**config.mk**
```make
export PLATFORM = sky130hd
export DESIGN_NAME = cfg_port_parser_flat
export DESIGN_NICKNAME = d
export VERILOG_FILES = /design/src/rtl/cfg_pkg.sv /design/src/rtl/cfg_port_parser_if.sv /design/src/rtl/dec_digit_acc.sv /design/src/rtl/cfg_port_parser.sv /design/src/flat_wrapper.sv
export SDC_FILE = /design/constraint.sdc
export NUM_CORES = 1
export LEC_CHECK = 0
export CORE_MARGIN = 2
export CORE_UTILIZATION = 69
export DETAILED_ROUTE_END_ITERATION = 10
export DONT_BUFFER_PORTS = 1
export PLACE_DENSITY = 0.91
export SYNTH_ARGS = -nofsm -noshare
export SYNTH_HDL_FRONTEND = slang
export SYNTH_HIERARCHICAL = 1
export SYNTH_SLANG_ARGS = --single-unit
```
**constraint.sdc**
```tcl
create_clock -name clk -period 9.9 [get_ports clk]
set_clock_uncertainty 0.1 [all_clocks]
set_input_delay 1.485 -clock clk [delete_from_list [all_inputs] [get_ports clk]]
set_output_delay 1.485 -clock clk [all_outputs]
set_load 0.02 [all_outputs]
```
**src/rtl/cfg_pkg.sv**
```systemverilog
// rtl/cfg_pkg.sv - shared types and ASCII constants for the port-number line parser
package cfg_pkg;

   typedef enum logic [2:0] {
      ERR_OK       = 3'd0,
      ERR_BAD_CHAR = 3'd1,
      ERR_OVERFLOW = 3'd2,
      ERR_TOO_LONG = 3'd3,
      ERR_ZERO     = 3'd4,
      ERR_TAKEN    = 3'd5
   } err_e;

   typedef enum logic [1:0] {
      S_IDLE  = 2'd0,
      S_ACCUM = 2'd1,
      S_DRAIN = 2'd2,
      S_DONE  = 2'd3
   } state_e;

   localparam logic [7:0] ASCII_LF = 8'h0A;
   localparam logic [7:0] ASCII_0  = 8'h30;
   localparam logic [7:0] ASCII_9  = 8'h39;

   function automatic logic is_digit(input logic [7:0] c);
      return (c >= ASCII_0) && (c <= ASCII_9);
   endfunction

endpackage

```
**src/rtl/cfg_port_parser_if.sv**
```systemverilog
// rtl/cfg_port_parser_if.sv - byte-in / result-out handshake bundle of the port parser
interface cfg_port_parser_if;
   logic        in_valid;
   logic        in_ready;
   logic [7:0]  in_data;
   logic [15:0] reserved_port;
   logic        res_valid;
   logic        res_ready;
   logic [15:0] res_port;
   logic [2:0]  res_err;

   modport master (
      output in_valid, in_data, reserved_port, res_ready,
      input  in_ready, res_valid, res_port, res_err
   );

   modport slave (
      input  in_valid, in_data, reserved_port, res_ready,
      output in_ready, res_valid, res_port, res_err
   );
endinterface

```
**src/rtl/dec_digit_acc.sv**
```systemverilog
// rtl/dec_digit_acc.sv - combinational acc*10+digit step with 16-bit overflow detect
module dec_digit_acc (
   input  logic [16:0] acc,
   input  logic [3:0]  digit,
   output logic [16:0] acc_next,
   output logic        overflow
);
   // acc never exceeds 65535 on entry, so 21 bits hold the full product plus digit
   logic [20:0] prod;

   assign prod     = ({4'd0, acc} * 21'd10) + {17'd0, digit};
   assign overflow = prod > 21'd65535;
   assign acc_next = prod[16:0];
endmodule

```
**src/rtl/cfg_port_parser.sv**
```systemverilog
// rtl/cfg_port_parser.sv - parses an LF-terminated ASCII decimal line into a validated port number
module cfg_port_parser
   import cfg_pkg::*;
#(
   parameter int DEFAULT_PORT = 22202,
   parameter int MAX_DIGITS   = 5
) (
   input logic clk,
   input logic rst,
   cfg_port_parser_if.slave bus
);
   localparam int CW = $clog2(MAX_DIGITS + 1);

   state_e        state, state_d;
   logic [16:0]   acc, acc_d;
   logic [CW-1:0] count, count_d;
   err_e          err, err_d;
   logic [15:0]   port_q, port_d;
   err_e          rerr_q, rerr_d;

   logic [16:0]   acc_next;
   logic          acc_ovf;
   logic          accept;
   logic          is_lf;
   logic          dig;

   dec_digit_acc u_acc (
      .acc      (acc),
      .digit    (bus.in_data[3:0]),
      .acc_next (acc_next),
      .overflow (acc_ovf)
   );

   assign accept = bus.in_valid && bus.in_ready;
   assign is_lf  = bus.in_data == ASCII_LF;
   assign dig    = is_digit(bus.in_data);

   // in_ready is gated by rst so nothing is accepted while reset is held
   assign bus.in_ready  = !rst && (state != S_DONE);
   assign bus.res_valid = state == S_DONE;
   assign bus.res_port  = port_q;
   assign bus.res_err   = rerr_q;

   always_ff @(posedge clk) begin
      if (rst) begin
         state  <= S_IDLE;
         acc    <= '0;
         count  <= '0;
         err    <= ERR_OK;
         port_q <= '0;
         rerr_q <= ERR_OK;
      end else begin
         state  <= state_d;
         acc    <= acc_d;
         count  <= count_d;
         err    <= err_d;
         port_q <= port_d;
         rerr_q <= rerr_d;
      end
   end

   always_comb begin
      state_d = state;
      acc_d   = acc;
      count_d = count;
      err_d   = err;
      port_d  = port_q;
      rerr_d  = rerr_q;
      case (state)
         S_IDLE: begin
            if (accept) begin
               if (dig) begin
                  acc_d   = {13'd0, bus.in_data[3:0]};
                  count_d = CW'(1);
                  err_d   = ERR_OK;
                  state_d = S_ACCUM;
               end else if (is_lf) begin
                  port_d  = 16'(DEFAULT_PORT);
                  rerr_d  = ERR_OK;
                  state_d = S_DONE;
               end else begin
                  err_d   = ERR_BAD_CHAR;
                  state_d = S_DRAIN;
               end
            end
         end
         S_ACCUM: begin
            if (accept) begin
               if (dig) begin
                  if (count == CW'(MAX_DIGITS)) begin
                     err_d   = ERR_TOO_LONG;
                     state_d = S_DRAIN;
                  end else if (acc_ovf) begin
                     err_d   = ERR_OVERFLOW;
                     state_d = S_DRAIN;
                  end else begin
                     acc_d   = acc_next;
                     count_d = count + CW'(1);
                  end
               end else if (is_lf) begin
                  state_d = S_DONE;
                  port_d  = '0;
                  if (acc == 17'd0)
                     rerr_d = ERR_ZERO;
                  else if (acc == {1'b0, bus.reserved_port})
                     rerr_d = ERR_TAKEN;
                  else begin
                     rerr_d = ERR_OK;
                     port_d = acc[15:0];
                  end
               end else begin
                  err_d   = ERR_BAD_CHAR;
                  state_d = S_DRAIN;
               end
            end
         end
         S_DRAIN: begin
            // err keeps the first failure; later bytes are only scanned for LF
            if (accept && is_lf) begin
               port_d  = '0;
               rerr_d  = err;
               state_d = S_DONE;
            end
         end
         S_DONE: begin
            if (bus.res_ready) begin
               acc_d   = '0;
               count_d = '0;
               err_d   = ERR_OK;
               state_d = S_IDLE;
            end
         end
         default: state_d = S_IDLE;
      endcase
   end
endmodule

```
**src/flat_wrapper.sv**
```systemverilog
// flat-port wrapper written by rule: the top's interface ports become plain ports
module cfg_port_parser_flat import cfg_pkg::*;
#(
   parameter int DEFAULT_PORT = 22202,
   parameter int MAX_DIGITS   = 5
)
  (clk, rst, bus_in_valid, bus_in_data, bus_reserved_port, bus_res_ready, bus_in_ready, bus_res_valid, bus_res_port, bus_res_err);
  cfg_port_parser_if bus_i ();
  input logic clk;
  input logic rst;
  input wire logic [$bits(bus_i.in_valid)-1:0] bus_in_valid;
  input wire logic [$bits(bus_i.in_data)-1:0] bus_in_data;
  input wire logic [$bits(bus_i.reserved_port)-1:0] bus_reserved_port;
  input wire logic [$bits(bus_i.res_ready)-1:0] bus_res_ready;
  output wire logic [$bits(bus_i.in_ready)-1:0] bus_in_ready;
  output wire logic [$bits(bus_i.res_valid)-1:0] bus_res_valid;
  output wire logic [$bits(bus_i.res_port)-1:0] bus_res_port;
  output wire logic [$bits(bus_i.res_err)-1:0] bus_res_err;
  assign bus_i.in_valid = bus_in_valid;
  assign bus_i.in_data = bus_in_data;
  assign bus_i.reserved_port = bus_reserved_port;
  assign bus_i.res_ready = bus_res_ready;
  assign bus_in_ready = bus_i.in_ready;
  assign bus_res_valid = bus_i.res_valid;
  assign bus_res_port = bus_i.res_port;
  assign bus_res_err = bus_i.res_err;
  cfg_port_parser #(.DEFAULT_PORT(DEFAULT_PORT), .MAX_DIGITS(MAX_DIGITS)) u_core (.clk(clk), .rst(rst), .bus(bus_i));
endmodule
```
Yosys cells after proc, flatten, opt, wreduce, memory -nomap -nowiden --
Index checks and enable logic that the tools add are counted.
Word-level totals: bits in registers 44, bits in latches 0, RAM bits 0, memory bits (read-only) 0, input port bits 28, output and inout bits 21, memories kept 0
Cells by class: $add $sub $neg 2, $mul 1, divide/modulo/power cells 0, magnitude comparators 3, equal/unequal tests 20, shift operators 0, muxes and demuxes 54, bitwise gates (word level) 0, reductions and logical operators 13
Operator list (count):
- $mux 16 | 9
- $mux 17 | 7
- $mux 3 | 23
- $pmux 17 s3 | 1
- $pmux 16 s3 | 1
- $pmux 3 s3 | 3
- $add 21x4->21 | 1
- $gt 21x16->1 const B | 1
- $mul 17x3->20 const B | 1
- $eq 17x16->1 | 1
- $logic_not 17->1 | 1
- $mux 2 | 8
- $reduce_and 8->1 | 2
- $ne 2x1->1 const B | 7
- $ne 2x2->1 const B | 6
- $reduce_and 5->1 | 2
- $eq 8x4->1 const B | 1
- $ge 8x6->1 const B | 1
- $le 8x6->1 const B | 1
- $pmux 2 s4 | 1
- $reduce_bool 3->1 | 2
- $eq 2x2->1 const B | 2
- $logic_and 1x1->1 | 4
- $ne 4x3->1 const B | 1
- other kinds (6) | 6

Longest topological paths before layout --
Gate-level depths: netlist of the first run.
word-level depth 8, mapped depth 16

Modules after synthesis --
The synthesis of the first run kept the hierarchy.
Modules (own cells, without submodules):
- cfg_port_parser | instances 1, cells each 256, area each 2351.0 um^2, seq. area each 880.8 um^2
- dec_digit_acc | instances 1, cells each 151, area each 1261.2 um^2, seq. area each 0.0 um^2

Least setup slack after synthesis of the first run --
No wires, ideal clock.
path kind input to register, from in bus_in_data[1], to reg u_core.count[2], setup time 0.066 ns, arrival 4.107 ns, required time 9.734 ns, setup slack 5.627 ns, cell stages on the path 13, buffers on the path 0, path through ha_1 fa_1 a21o_1 nand4_1 nand3b_1 and2b_2 nor4b_2 o211ai_1 a21oi_1 nand3_1 o21a_1 or4_4 a21oi_2
On the way: longest elaborated chain between the ends 4
Ends and longest elaborated chain:
- from (decl) | line flat_wrapper.sv:12 | input wire logic [$bits(bus_i.in_data)-1:0] bus_in_data;
- $add 21x4->21 | line dec_digit_acc.sv:11 | assign prod = ({4'd0, acc} * 21'd10) + {17'd0, digit};
- $gt 21x16->1 | line dec_digit_acc.sv:12 | assign overflow = prod > 21'd65535;
- named net u_core.acc_ovf | line cfg_port_parser.sv:22 | logic acc_ovf;
- $ne 2x2->1 (no source line)
- $reduce_and 8->1 (no source line)
- to (signal assigned) | line cfg_port_parser.sv:55 | count <= count_d;
- to (decl) | line cfg_port_parser.sv:16 | logic [CW-1:0] count, count_d;
The timed path passes the listed nets, and every way through them passes these cells. A chain may end at the register's enable or synchronous reset.

Final worst setup path of the first run --
from reg u_core.acc[1], to reg u_core.count[1]
On the way: longest elaborated chain between the ends 5
Ends and longest elaborated chain:
- from (decl) | line cfg_port_parser.sv:15 | logic [16:0] acc, acc_d;
- from (signal assigned) | line cfg_port_parser.sv:47 | acc <= '0;
- from (signal assigned) | line cfg_port_parser.sv:54 | acc <= acc_d;
- $mul 17x3->20 | line dec_digit_acc.sv:11
- $add 21x4->21 | line dec_digit_acc.sv:11
- $gt 21x16->1 | line dec_digit_acc.sv:12
- named net u_core.acc_ovf | line cfg_port_parser.sv:22
- $ne 2x2->1 (no source line)
- $reduce_and 8->1 (no source line)
The timed path passes the listed nets, and every way through them passes these cells.

==> key figures, run 1 <==
Outcome
  • Status: completed

Timing
  • RSZ-0062 raised after global routing: false
  • Slew @ Worst Pin: 972 ps
  • Final TNS setup: 0 ps
  • Fmax: 0.208 GHz
  • Fin. max-slew vios: 0
  • Finish-stage setup viols: 0
  • Final Hold Fails: 0
  • Final period utilization: around half
  • Rel. slew slack: a little over a third
  • Final min period: 4810 ps
  • Hold WS: 364 ps

Setup path
  • Startpoint types: flop
  • Setup CP Type: flop to flop
  • Worst R2R Start: u_core/acc[1]
  • CP arrival: 4880 ps
  • WP data required: between 9000 and 10000 ps
  • Crit. End Element: flop
  • CP Max Fanout: 16
  • Flop2flop setup slack: around 5100 ps
  • Crit. Startpoint: u_core/acc[1]

Routing
  • Via Count: 3333
  • Vias per inst: about 7
  • Drt first pass iters: 5
  • DR WL/cell: 19.3 µm
  • DRC: 0
  • Detailed-route wire length: roughly 9100 µm
  • Antenna Violating Nets Remaining: 0
  • Initial drt markers: between 300 and 400

Clock network
  • CTS Sinks: 44
  • CTS tree: yes
  • CTS Buf Count: 5
  • Post-cts sizing count: 0
  • Cts hold-fix bufs: 0
  • Max Root-Sink Buffers: 2
  • Root Buffer: clkbuf_8
  • Clk slew on worst S/H paths: 100 ps
  • Post-CTS Setup Bufs: 0
  • Clock Latency Late Sink: ~310 ps
  • H-tree levels: 2

Placed design
  • GPL Wtd Cong: 0.884
  • Placed insts: 462
  • PortBufs: 0
  • Detail Placement HPWL: about 6800 µm

Hold path
  • Min-delay src: u_core/err[1]
  • Tightest Hold Check Type: flop to flop

Layout
  • Final cell count without fillers: 470
  • # fillers: 356
  • Area growth syn-to-layout: 3.36%
  • Utilization after layout: between 70% and 80%
  • Layout cell share with drive strength beyond 1: 9.75%
  • Final #Nets: between 400 and 500
  • # diodes: 0

Floorplanning
  • Row count: 26
  • Core Area: 0.00507 mm²
  • Initial Utilization: 71.2%
  • Die H: ~76 µm
  • Die ar.: approximately 0.006 mm²
  • IO Pins: 49
  • Die X: approximately 76 µm

Global routing
  • Vias in the first global route: 3072
  • Global Route Usage Sum: 30.7%
  • Largest net degree at the start of global routing: 25
  • First-pass GRT wire length: 14800 µm
  • Global route total overflow: 0
  • Initial antenna violation count: 0

Power
  • Static Leak: 1.48 nW
  • P_int: 0.374 mW
  • Power Dens Cells: 178 mW/mm²
  • Sw frac: 43.6%
  • Logic pwr share: 40.0%
  • Max VDD drop: approximately 0.13 mV
  • Power share of the sequential group: 38.2%
  • NetSw: 0.289 mW
  • Clock power share: 21.8%

Synth
  • Post-Syn Area: 0.00361 mm²
  • Average size of a mapped cell: 8.88 µm²
  • Synthesized instance count: 407
  • Dominant cell type by area after synthesis: dfxtp_1
  • Async SR Flop Fraction: 0%
  • Synth Flop Type: dfxtp_1
  • Post-synth cell types: 76
  • Top cell type's share of synthesized area: between 20% and 30%
  • Syn_nets: 477
  • Sequential-to-total area share from yosys stat: about a quarter
  • Ranking of synthesized cells by area: dfxtp_1, ha_1, a21oi_1, xnor2_1, xor2_1
  • Yosys warns: 6
  • Post-synth EDFFs: 0
  • Synth Register Bits: 44

Run
  • Max-Cap Viols: 0
-- cells by family after synthesis --
| logic type | count (synthesis) | synth area share [%] |
|---|---|---|
| AO/OA/AOI/OAI | 146 | 28.8 |
| buffers and inverters | 23 | 3.19 |
| AND/OR/NAND/NOR | 116 | 20.0 |
| multiplexers | 1 | 0.277 |
| adder cells (fa/ha/maj) | 42 | 15.0 |
| flip-flops | 44 | 24.4 |
| XOR/XNOR | 35 | 8.49 |
-- final cells by class --
class	instances	area, µm²	share of cell area (%)
clock buffers	5	68.8	1.84
clock inverters	3	46.3	1.24
inverters	7	26.3	0.704
multi-input cells	340	2620	70.1
flip-flops and latches	44	881	23.6
well taps	70	87.6	2.35
repair buffers	1	7.51	0.201
-- through the flow --
step / power [mW] / worst slack (ps) / cell area (µm²)
after floorplan: 0.466 / 5630 / 3610
after global placement: 0.500 / 5360 / 3620
after detailed placement: 0.513 / 5230 / 3620
after CTS: 0.654 / 5140 / 3730
after global routing: 0.696 / 4770 / 3730
final: 0.664 / 5090 / 3730
-- cells in the final DEF (no fill, tap or decap), drive strengths merged, types with 4 or more instances in the layout --
cell / instances
a22o: 7
xnor2: 21
a31oi: 5
clkbuf: 5
or4: 4
nor2: 21
a211oi: 12
o21a: 6
inv: 8
xor2: 14
nand3: 20
a221o: 9
nor4: 6
o21bai: 4
a21oi: 44
nand4: 7
dfxtp: 44
ha: 40
nand2: 18
a21o: 4
o211ai: 10
o21ai: 24
nor3b: 7
-- Yosys cell counts, drive strengths merged (2+ instances only) --
cell and count:
a21oi 44, dfxtp 44, ha 40, o21ai 24, nor2 21, xnor2 21
nand3 20, nand2 18, xor2 14, a211oi 12, o211ai 10, a221o 9
buf 9, a22o 7, clkbuf 7, inv 7, nand4 7, nor3b 7
nor4 6, o21a 6, a31oi 5, a21o 4, o21bai 4, or4 4
a2111oi 3, a311oi 3, and2 3, nor2b 3, nor3 3, o31ai 3
or2 3, or3 3, a211o 2, and3 2, and4bb 2, fa 2
nand2b 2, nand3b 2, nand4b 2, or3b 2
-- state kept, by name, indices dropped and copies added, names as in the netlist --
| name | flops |
|---|---|
| u_core/bus.res_err | 3 |
| u_core/bus.res_port | 16 |
| u_core/state | 2 |
| u_core/count | 3 |
| u_core/err | 3 |
| u_core/acc | 17 |
-- critical path, stage by stage, from the launching register on --
cell	delay [ps]
dfxtp_1	570
ha_1	300
ha_1	230
fa_1	430
a211oi_2	390
o21a_1	220
o21ai_0	90
a211oi_1	390
nor3b_1	340
nor4b_2	250
o211ai_1	150
a21oi_1	200
nand3_1	160
o21a_1	310
nor2_1	400
a211oi_1	130
-- metal layers --
layer	GRT usage [%]	wire, µm
met1	39.7	3870
met2	50.3	4180
met3	5.33	719
met4	13.1	305
met5	0	0
-- path summary, 6_finish.rpt --
kind                            depth (start not counted)         endpoint
worst min register to register                          2    u_core/err[1]
worst max register to register                         15  u_core/count[1]
worst min-delay path                                    2    u_core/err[1]
worst max-delay path                                   15  u_core/count[1]
-- power groups by stage --
stage	Clock (mW)	Combinational, mW	Sequential [mW]
2_1_floorplan	0	0.219	0.247
3_3_place_gp	0	0.246	0.255
3_5_place_dp	0	0.256	0.257
4_1_cts	0.144	0.258	0.252
5_1_grt	0.150	0.290	0.256
6_report	0.145	0.266	0.253
(Power assumes the default switching activity.)
==> run 2, diff against run 1 <==
--- a/config.mk
+++ b/config.mk
@@ -6,10 +6,10 @@
 export NUM_CORES = 1
 export LEC_CHECK = 0
 export CORE_MARGIN = 2
-export CORE_UTILIZATION = 69
+export CORE_UTILIZATION = 58
 export DETAILED_ROUTE_END_ITERATION = 10
 export DONT_BUFFER_PORTS = 1
-export PLACE_DENSITY = 0.91
+export PLACE_DENSITY = 0.82
 export SYNTH_ARGS = -nofsm -noshare
 export SYNTH_HDL_FRONTEND = slang
 export SYNTH_HIERARCHICAL = 1
==> constraint.sdc (replaced) <==
create_clock -name clk -period 4.07 [get_ports clk]
set_clock_uncertainty 0.1 [all_clocks]
set_input_delay 0.6105 -clock clk [delete_from_list [all_inputs] [get_ports clk]]
set_output_delay 0.6105 -clock clk [all_outputs]
set_load 0.02 [all_outputs]
==> run 2 against run 1 <==
Compared with the run above:
- die area rose by 18%
- flip-flop and latch count did not move
- count of clock-buffer cells in the layout rose by 1
- core utilization fell by 1.6 points
- total power rose to 2.7 times the previous value
- register-to-register slack got worse by 5100 ps
- routed wire length rose by 17%
- critical endpoint is now u_core/acc[10]
==> key figures, run 2 (synthesis gave the netlist of run 1 again) <==
Clock network
  • H-tree levels: 2 (unchanged)
  • Clk slew on worst S/H paths: 90 ps (about the same)
  • CTS Sinks: 44 (unchanged)
  • CTS tree: yes
  • Cts hold-fix bufs: 0 (unchanged)
  • Clock Latency Late Sink: 300 ps (about the same)
  • Root Buffer: clkbuf_8
  • CTS Buf Count: 5 (unchanged)
  • Max Root-Sink Buffers: 2 (unchanged)

Routing
  • Antenna Violating Nets Remaining: 0 (unchanged)
  • Initial drt markers: 424 (+18%)
  • DR WL/cell: 20.4 µm (+5.6%)
  • Vias per inst: 6.90 (-2.7%)
  • Via Count: 3581 (+7.4%)
  • DRC: 0 (unchanged)
  • Detailed-route wire length: 10600 µm (+17%)
  • Drt first pass iters: 7 (+2)

Layout
  • # fillers: 416 (+17%)
  • Area of the multi-input gates: 0.00281 mm² (+7.4%)
  • # diodes: 0 (unchanged)
  • Layout cell share with drive strength beyond 1: 25.5% (+16 points)
  • Utilization after layout: 72.0% (-1.6 points)
  • Commonest non-fill, non-tap cell in the layout: buf_4
  • Most frequent cells in the layout: buf_4, a21oi_1, dfxtp_1, ha_1
  • Largest register by flop count: u_core/acc
  • Final #Nets: 513 (+9.4%)
  • Number of flip-flops in the largest register: 17 (unchanged)
  • Sequential Area: 892 µm² (+1.3%)
  • Area growth syn-to-layout: 18.7%

Global routing
  • First-pass GRT wire length: 15800 µm (+6.8%)
  • Vias in the first global route: 3236 (+5.3%)
  • Initial antenna violation count: 0 (unchanged)
  • Global route total overflow: 0 (unchanged)
  • Largest net degree at the start of global routing: 25 (unchanged)
  • Global Route Usage Sum: 27.3% (-3.4 points)

Power
  • Power Dens Cells: 421 mW/mm² (+140%)
  • Sw frac: 42.4% (-1.1 points)
  • NetSw: 0.766 mW (+170%)
  • Clock power share: 20.0% (-1.8 points)
  • Max VDD drop: 0.468 mV (+250%)
  • P_int: 1.04 mW (+180%)
  • Power share of the sequential group: 33.5% (-4.7 points)
  • Static Leak: 1.71 nW (+16%)
  • Logic pwr share: 46.5% (+6.5 points)

Setup path
  • WP data required: 4120 ps (-5850 ps)
  • CP Max Fanout: 7 (-9)
  • Setup CP Type: flop to flop
  • Worst path slowest cell: or4_1
  • Buf/Inv on CP: 3 (+3)
  • Startpoint types: flop
  • Worst path cell trace: buf_4 -> ha_1 -> ha_1 -> or4_1 -> a211o_1 -> o211ai_1 -> nor3b_2 -> buf_4 -> a21boi_0 -> o211ai_1 -> a21oi_2 -> nand3_2 -> o21a_4 -> buf_4 -> o21ai_0 -> a21oi_1
  • CP arrival: 4100 ps (-780 ps)
  • Crit. End Element: flop
  • Crit-path most repeated cell: buf_4
  • Crit-path leading delay family: compound AO/OA/AOI/OAI gates
  • Slowest stage delay, CP: 580 ps (about the same)

Placed design
  • GPL Wtd Cong: 0.902 (+2.0%)
  • Worst Setup Slack post-DPL: -159 ps (-5390 ps)
  • PortBufs: 0 (unchanged)
  • Detail Placement HPWL: 7130 µm (+4.5%)

Run
  • Max-Cap Viols: 0 (unchanged)

Timing
  • Final period utilization: 99.3% (+51 points)
  • Fin. max-slew vios: 0 (unchanged)
  • Final min period: 4040 ps (-769 ps)
  • Rel. slew slack: 44.8% (+9.6 points)
  • Finish-stage setup viols: 0 (unchanged)
  • Setup WS post-layout: 28.4 ps (-5060 ps)
  • Final Hold Fails: 0 (unchanged)
  • Slew @ Worst Pin: 828 ps (-144 ps)
  • Fmax: 0.247 GHz (+19%)
  • RSZ-0062 raised after global routing: true

Floorplanning
  • Die H: 82.9 µm (+8.6%)
  • Core Area: 0.00596 mm² (+17%)
  • Die X: 82.9 µm (+8.6%)
  • Die ar.: 0.00687 mm² (+18%)
  • IO Pins: 49 (unchanged)
  • Row count: 28 (+7.7%)
  • Initial Utilization: 60.7% (-11 points)

Outcome
  • Status: completed

Hold path
  • Tightest Hold Check Type: primary input to flop
-- run 2: metrics by stage --
| step | power (mW) | hold WS, ps | cells | cell area, µm² | TNS [ps] |
|---|---|---|---|---|---|
| final | 1.81 | 263 | 519 | 4290 | 0 |
| after CTS | 1.68 | 259 | 514 | 4080 | 0 |
| after global routing | 1.90 | 253 | 519 | 4290 | -1010 |
| after global placement | 1.28 | 350 | 501 | 3880 | 0 |
| after floorplan | 1.13 | 336 | 407 | 3610 | 0 |
| after detailed placement | 1.31 | 351 | 501 | 3880 | -1250 |
-- run 2: cell type report --
cell class | instances | share of cell area, %
multi-input combinational | 340 | 65.5
sequential | 44 | 20.8
timing repair buffer | 45 | 8.05
tap | 75 | 2.19
clock buffer | 6 | 1.93
clock inverter | 2 | 0.904
inverter | 7 | 0.613
-- run 2: timing repair --
action                     CTS  global route
setup endpoints to repair   19            25
gates cloned                 0             0
gates resized for setup      8            40
setup buffers                5             5
pin swaps                    7            16
-- run 2: path summary, 6_finish.rpt --
check	start	slack (ps)	cells past startpoint	endpoint
max	u_core/acc[9]	30	16	u_core/acc[10]
min	rst	260	1	u_core/acc[2]
max reg2reg	u_core/acc[9]	30	16	u_core/acc[10]
min reg2reg	u_core/err[1]	360	2	u_core/err[1]
-- run 2: routing by layer --
| metal | track usage [%] | routed length, µm | vias to the layer above | share of wire, % |
|---|---|---|---|---|
| li1 | - | - | 1631 | - |
| met1 | 35.3 | 4280 | 1720 | 40 |
| met2 | 46.2 | 5230 | 191 | 49 |
| met3 | 5.57 | 784 | 39 | 7.4 |
| met4 | 7.30 | 285 | 0 | 2.7 |
| met5 | 0 | 0 | - | 0 |
-- run 2: power by group through the flow --
| stage | sequential (mW) | clock, mW | combinational, mW |
|---|---|---|---|
| final | 0.606 | 0.361 | 0.839 |
| after CTS | 0.598 | 0.360 | 0.725 |
| after global routing | 0.613 | 0.378 | 0.906 |
| after global placement | 0.604 | 0 | 0.677 |
| after floorplan | 0.600 | 0 | 0.533 |
| after detailed placement | 0.608 | 0 | 0.701 |
==> RTL change, RTL diff (config.mk and constraints of run 2) <==
`MAX_DIGITS` is set to 5 in 2 places; all go to 10.
--- a/src/rtl/cfg_port_parser.sv
+++ b/src/rtl/cfg_port_parser.sv
@@ -4,5 +4,5 @@
 #(
    parameter int DEFAULT_PORT = 22202,
-   parameter int MAX_DIGITS   = 5
+   parameter int MAX_DIGITS   = 10
 ) (
    input logic clk,
--- a/src/flat_wrapper.sv
+++ b/src/flat_wrapper.sv
@@ -3,5 +3,5 @@
 #(
    parameter int DEFAULT_PORT = 22202,
-   parameter int MAX_DIGITS   = 5
+   parameter int MAX_DIGITS   = 10
 )
   (clk, rst, bus_in_valid, bus_in_data, bus_reserved_port, bus_res_ready, bus_in_ready, bus_res_valid, bus_res_port, bus_res_err);
Formal check against the unedited RTL: not equivalent (a bounded check fails within 10 cycles, from zero or initial values and one cycle with rst high).
==> RTL change against run 2 <==
  * Hold slack worse by 0.0045 ns
  * Highest routed layer unchanged
  * Worst setup slack better by 0.096 ns
  * Wire length shrank 12%
  * Sequential cell count up 1
  * Synthesized area increased by 0.66%
  * Total power is 26% lower
  * Final area is 3.6% lower
  * Global-route usage fell by 0.97 points
==> RTL change: results (changes against run 2) <==
The run finished with clean final reports. The met1 demand-to-capacity share in global routing is 36.0% (+0.69 points). The non-clock inverter count in the final layout was 6 (-1). The depth of the worst register-to-register path is 15 (-1). The number of instances resized during post-cts repair is 3 (-5).

The maximum single-stage delay on the critical path is 0.61 ns (+0.03 ns). The part of the power in registers came out at 40.8% (+7.3 points). The switching power summed over all nets came out at 0.000523 W (-32%). The total met3 wirelength after detailed routing came out at 588 microns (-25%). The filler cell count came to 455 (+9.4%).

The portion of the layout cell area used by clock cells is 2.18% (-0.65 points). The power of the combinational group came out at 0.000505 W (-40%). The multi-input gate share of total cell area came out at 66.5% (+1.0 points). The routed metal-1 wirelength came to 4.12 mm (-3.8%).

The total global routing track utilization is 26.3% (-0.97 points). The worst setup slack for register-to-register paths came out at 0.12 ns (+0.10 ns). The met2 routing resource usage after global routing came out at 43.4% (-2.8 points). The cell type of the slowest stage on the worst timing path is fa_2. The average instance area after synthesis is 8.54 sq um (-3.8%). The met3 routing resource usage after global routing is 3.88% (-1.7 points). The minimum clock period after layout is 3.95 ns (-0.0955 ns).

The sequential cell count is 45 (+2.3%). The largest vdd supply drop is 0.301 mV (-36%). The number of global-route vias before repair came out at 3222 (-0.43%).

The total number of nets in the final design came out at 519 (+1.2%). The final wirelength came out at 9.29 mm (-12%). The per-cell routed wire length came out at 17.7 microns (-13%). The worst setup path startpoint is u_core/acc[3]$_SDFFE_PP0P_. The multi-input combinational cell count came out at 357 (+5.0%).

The number of placed instances, taps included came out at 512 (+2.2%). The pin count of the biggest net entering global routing came out at 31 (+24%). The proportion of final cell area spent on non-clock buffers came out at 6.56% (-1.5 points). The number of clock buffers in the layout is 5 (-1).

By area the synthesized netlist is led by dfxtp_1 25%, ha_1 14%, xnor2_1 5.1%. The number of detailed-routing iterations run before antenna repair is 5 (-2). The number of different library cells in the post-synthesis netlist is 71 (-6.6%). The combined flip-flop and latch cell area came to 906 sq um (+1.5%).

The final design instance area without fill came to 4140 sq um (-3.6%). The buffers inserted during post-CTS setup optimization is 0 (-5). The worst setup slack after placement came to -0.0627 ns (+0.0962 ns). The weighted congestion reported at the end of routability-driven placement was 0.907 (+0.52%). The total half-perimeter wirelength after legalization and detailed placement came out at 6.91 mm (-3.1%). The endpoint identified for the worst register-to-register timing path is u_core/count[3]$_SDFFE_PP0P_.
RTL change: cell count changes in the layout (fill, tap and decap cells not counted), moves of 9 or more:
cell | run 2 | this run
nor2_1 | 21 | 39
o2111ai_1 | 0 | 9
buf_4 | 43 | 32
nand2_1 | 17 | 42
nand3_1 | 19 | 8
RTL change: cells by family after synthesis:
kind of cell	count (synthesis)	synth area share, %
muxes	2	0.585
xor gates and xnor gates	35	8.43
AOI/OAI and AO/OA	131	26.2
adders and majority gates	42	14.9
and+or+nand+nor	147	22.1
DFF	45	24.8
buffers and inverters	24	3.13
RTL change: stage by stage:
step	util [%]	TNS, ns	hold WS (ns)	power (W)
after global placement	64.7	0	0.368	0.00102
final	69.0	0	0.259	0.00134
after CTS	66.5	0	0.256	0.00132
after global routing	69.0	-0.298	0.246	0.00142
after detailed placement	64.7	-0.300	0.379	0.00103
after floorplan	-	0	0.352	0.000913
